### src/rtl/fsqrt_issue.sv
// fsqrt_issue
//   Issue and result-collection wrapper that sits directly in front of a
//   fixed-latency, non-stallable square-root pipeline.
//   - Tagged requests are accepted with a valid/ready handshake, and the
//     operand is passed straight through to the sqrt unit.
//   - A valid/tag shift register follows each operation down the pipeline.
//   - Results are caught in a small FIFO so that writeback can stall.
//   - Acceptance is credit based: a request is taken only while the number
//     of in-flight operations plus queued results is below FIFO_DEPTH. As a
//     result, the FIFO never overflows even though the pipeline cannot stop.
//
// Ports
//   clk, rst             clock, asynchronous active-high reset
//   req_valid/req_ready  request handshake
//   req_x, req_tag       operand and destination tag
//   sq_x / sq_y          operand to / result from the sqrt unit (LAT cycles)
//   res_valid/res_ready  result handshake (FIFO head)
//   res_y, res_tag       head result and its tag
//   busy                 any operation in flight or queued
module fsqrt_issue #(
  parameter int TAG_W      = 5,
  parameter int LAT        = 2,
  parameter int FIFO_DEPTH = 4
) (
  input  logic             clk,
  input  logic             rst,
  input  logic             req_valid,
  output logic             req_ready,
  input  logic [31:0]      req_x,
  input  logic [TAG_W-1:0] req_tag,
  output logic [31:0]      sq_x,
  input  logic [31:0]      sq_y,
  output logic             res_valid,
  input  logic             res_ready,
  output logic [31:0]      res_y,
  output logic [TAG_W-1:0] res_tag,
  output logic             busy
);

  localparam int PTR_W = (FIFO_DEPTH > 1) ? $clog2(FIFO_DEPTH) : 1;
  localparam int CNT_W = $clog2(FIFO_DEPTH + 1);
  localparam int OUT_W = $clog2(FIFO_DEPTH + LAT + 1);

  // Tracking shift register. Stage k corresponds to pipeline stage k.
  logic [LAT:1]     v_q;
  logic [TAG_W-1:0] t_q [1:LAT];

  // Result FIFO
  logic [31:0]      mem_y_q [FIFO_DEPTH];
  logic [TAG_W-1:0] mem_t_q [FIFO_DEPTH];
  logic [PTR_W-1:0] wr_ptr_q, wr_ptr_d;
  logic [PTR_W-1:0] rd_ptr_q, rd_ptr_d;
  logic [CNT_W-1:0] count_q, count_d;

  logic             fire;
  logic             push;
  logic             pop;
  logic [OUT_W-1:0] inflight;
  logic [OUT_W-1:0] outstanding;

  function automatic logic [PTR_W-1:0] ptr_inc(input logic [PTR_W-1:0] p);
    // Explicit wrap so that depths which are not a power of two also work.
    if (p == PTR_W'(FIFO_DEPTH - 1)) begin
      return '0;
    end
    return p + PTR_W'(1);
  endfunction

  // Credits: every operation in the pipe already owns a FIFO slot.
  always_comb begin
    inflight = '0;
    for (int k = 1; k <= LAT; k++) begin
      inflight = inflight + OUT_W'(v_q[k]);
    end
    outstanding = inflight + OUT_W'(count_q);
  end

  assign req_ready = !rst && (outstanding < OUT_W'(FIFO_DEPTH));
  assign fire      = req_valid && req_ready;
  assign sq_x      = req_x;
  assign busy      = (outstanding != '0);

  assign push      = v_q[LAT];
  assign res_valid = (count_q != '0);
  assign pop       = res_valid && res_ready;

  // Gating with the count hides stale storage. This makes the head outputs
  // read zero while the FIFO is empty and throughout reset, without needing
  // a reset on the storage array.
  assign res_y   = res_valid ? mem_y_q[rd_ptr_q] : '0;
  assign res_tag = res_valid ? mem_t_q[rd_ptr_q] : '0;

  always_comb begin
    wr_ptr_d = push ? ptr_inc(wr_ptr_q) : wr_ptr_q;
    rd_ptr_d = pop  ? ptr_inc(rd_ptr_q) : rd_ptr_q;
    count_d  = count_q;
    if (push && !pop) begin
      count_d = count_q + CNT_W'(1);
    end else if (!push && pop) begin
      count_d = count_q - CNT_W'(1);
    end
  end

  always_ff @(posedge clk or posedge rst) begin
    if (rst) begin
      v_q      <= '0;
      for (int k = 1; k <= LAT; k++) begin
        t_q[k] <= '0;
      end
      wr_ptr_q <= '0;
      rd_ptr_q <= '0;
      count_q  <= '0;
    end else begin
      v_q[1] <= fire;
      t_q[1] <= req_tag;
      for (int k = 2; k <= LAT; k++) begin
        v_q[k] <= v_q[k-1];
        t_q[k] <= t_q[k-1];
      end
      wr_ptr_q <= wr_ptr_d;
      rd_ptr_q <= rd_ptr_d;
      count_q  <= count_d;
    end
  end

  // Storage does not need a reset: a slot is only ever read after it has
  // been written, because the outputs are gated by the count.
  always_ff @(posedge clk) begin
    if (push) begin
      mem_y_q[wr_ptr_q] <= sq_y;
      mem_t_q[wr_ptr_q] <= t_q[LAT];
    end
  end

endmodule
### config.mk
export PLATFORM = sky130hd
export DESIGN_NAME = fsqrt_issue
export DESIGN_NICKNAME = d
export VERILOG_FILES = /design/src/rtl/fsqrt_issue.sv
export SDC_FILE = /design/constraint.sdc
export NUM_CORES = 1
export LEC_CHECK = 0
export BUFFER_PORTS_ARGS = -buffer_cell sky130_fd_sc_hd__buf_2
export CORE_MARGIN = 2
export CORE_UTILIZATION = 49
export CTS_CLUSTER_DIAMETER = 60
export DETAILED_ROUTE_END_ITERATION = 10
export GPL_ROUTABILITY_DRIVEN = 0
export HOLD_SLACK_MARGIN = 0.1
export PLACE_DENSITY = 0.78
export REMOVE_ABC_BUFFERS = 1
export SYNTH_ARGS = -nofsm -noshare
export SYNTH_HDL_FRONTEND = slang
export SYNTH_SLANG_ARGS = --single-unit
### constraint.sdc
create_clock -name clk -period 2.1 [get_ports clk]
set_input_delay 0.315 -clock clk [delete_from_list [all_inputs] [get_ports clk]]
set_output_delay 0.315 -clock clk [all_outputs]
set_load 0.02 [all_outputs]
==> impl_results.md <==
* Setup TNS at -5640 ps
* RR Endpoint: count_q[2]
* Most instantiated cells after synthesis: 148 x edfxtp_1, 42 x and2_1, 37 x mux4_2
* Failing checks: negative setup slack
* # setup viols final at 41
* GRT Resource Usage Total at about a fifth
* # rows at between 40 and 50
* Min-Delay Path Class: input port to register
* Total grt overflow at 0
* N_diodes at 0
* Skew final at 5.50 ps
* Initial core utilization at between 50% and 60%
* Number of global-route vias before repair at 3481
* Final hold slack at 120 ps
* Path type of the worst setup path: register to primary output
* Nets at 518
* Max-cap violations at 0
* Post-DP Area at approximately 7100 um2
* 1st-pass router iterations at 4
* Hold Vio Cnt, Final at 0
* Place WS at 11.9 ps
* I/O pins at between 100 and 150
* Die area at 14400 um2
* Worst hold path cell count at 1
* R2R depth at 9
* Most numerous cell in the Yosys netlist: edfxtp_1
* Fin crit share at 110%
* Largest fanout on the critical path at 2
* Number of remaining DRC errors at 0
* Clock Latency Late Sink at 420 ps
* Layout Cells excl Fill at 625
* Number of distinct library cells after synthesis at 19
* Worst Max-Slew Pin Slew at 754 ps
* Vias/cell at 5.28
* Synth-to-Final Area Change at 29.9%
* Min Tclk post-route at 2300 ps
* Post-synth EDFFs at 148
* Layout cell share with drive strength beyond 1 at 49.2%
* WP data required at about 1800 ps
* Main synth FF type: edfxtp_1
* Post-synth ARST share at 11.4%
* Port Buf Inserts at 80
* Clock slew at reported path FFs at approximately 60 ps
* Syn Inst Count at between 300 and 400
* Mapped Avg Cell Area at 20.4 um2
* Worst hold path startpoint: sq_y[13]
* Final worst slack at -201 ps
* Startpoint types: register
* FMAX at 435 MHz
* Outcome: finished, violations left
* Max-slew headroom at 49.7%
* Vias at 3301
* CTS max path bufs at 2
* H-tree depth at 4
* DRT iter0 DRCs at 189
* WP data arrival at 1990 ps
* Final total power at 12.5 mW
* Initial antenna violation count at 0
* Die Y-Extent at 120 um
* Area leader, netlist: edfxtp_1
* Width of the die at approximately 120 um
* Fin util at 65.0%
* Peak supply drop at 0.803 mV
* Sequential share of the synthesized area at 74.5%
* Crit. End Element: primary output
* Register bit total from synthesis at 167
* Cell Area, Synth at 6600 um2
* TritonCTS clock tree: built
* Worst R2R Setup Slack at -110 ps
* Core area at around 13000 um2
* Syn. warnings at 0
* Clock sink count at around 170
* Crit. Startpoint: count_q[0]
* Area fraction of the dominant cell type after synthesis at 67.3%
* Final instance area at about 8600 um2
* RSZ-0062 raised after global routing: true
* Total wire length at 14200 um
* DP HPWL at 7400 um
* DRT antenna net count at 0
* CTS Root Buffer Type: clkbuf_16
* Total CTS buffers at 17
* Power per standard cell area at 1460 nW/um2
* R2R Path Start: count_q[0]
* Final Max Slew Viols at 0
* First-pass GRT wire length at 19600 um
* Leak at 3.12 nW
* Hold path endpoint: mem_y_q[2][13]
* Synth area leaders: edfxtp_1 67%, mux4_2 13%, dfrtp_1 7.2%
* Post-DR wirelength/cell at 22.7 um
* Largest net degree at the start of global routing at 39
* DP Cell Count at 548
[worst max-delay path, cell delays in order (launching register included)]
cell and delay, ps:
dfrtp_1 360, inv_2 50, fa_2 370, inv_2 70, ha_4 130, xor2_2 70, or3b_4 380, buf_6 140
[sequential cells by signal, summed over array words and instances (netlist names)]
register  cells
count_q       3
mem_t_q      20
mem_y_q     128
rd_ptr_q      2
t_q          10
v_q           2
wr_ptr_q      2
[kinds of logic after synthesis]
| logic type | count (synthesis) | share of synthesized area [%] |
|---|---|---|
| adders and majority gates | 9 | 1.93 |
| and+or+nand+nor | 50 | 4.59 |
| muxes | 40 | 13.1 |
| buffers and inverters | 52 | 5.17 |
| DFF | 167 | 74.5 |
| xor gates and xnor gates | 4 | 0.531 |
| AOI/OAI and AO/OA | 2 | 0.152 |
[how the worst max path moves through the flow]
stage	end
final	busy
after global routing	busy
after CTS	busy
after detailed placement	count_q[2]
after global placement	busy
after floorplan	res_tag[0]
[power by group]
group	switching (mW)	total [mW]	internal [mW]
clock network	1.22	3.20	1.97
registers	0.154	4.12	3.96
logic	2.33	5.17	2.84
[routing by layer]
metal | wire length, um | share of wire (%) | up-vias | GRT usage [%]
met3 | 1170 | 8.2 | 14 | 9.32
met4 | 153 | 1.1 | 0 | 6.18
met2 | 7070 | 50 | 143 | 29.0
met5 | 0 | 0 | - | 1.84
met1 | 5780 | 41 | 1701 | 23.8
li1 | - | - | 1443 | -
[cells in the final DEF, fill, tap and decap left out, types with 2 or more instances in the layout]
cell,synthesis,final
inv_2,0,3
inv_1,8,5
buf_16,0,2
clkinvlp_4,0,5
buf_12,0,9
mux2_2,3,2
dlygate4sd3_1,0,28
and2_4,0,26
dfrtp_2,0,3
clkinv_1,0,3
clkbuf_16,0,21
ha_1,7,5
bufinv_16,0,4
xor2_1,3,2
edfxtp_1,148,148
buf_4,34,10
mux4_2,37,37
o21ai_0,2,2
buf_6,2,32
buf_2,3,51
and2_1,42,12
ha_4,0,2
dfrtp_1,19,16
nor2_1,3,2
and2_2,0,4
[what timing repair did]
item,in CTS,in global routing
gates resized for setup,42,68
buffers inserted,4,5
hold buffers,27,1
hold endpoints to repair,99,1
pin swaps,3,25
endpoints found under the setup margin,40,42
gates cloned,2,7
[cell type report]
cell class | count | area (um2)
inverter | 8 | 30.0
tap | 176 | 220
multi-input combinational | 105 | 1470
clock buffer | 18 | 429
sequential | 167 | 4920
timing repair buffer | 137 | 1320
fill | 882 | 4610
clock inverter | 14 | 183
Note: power is estimated with default switching activity, not from simulation.
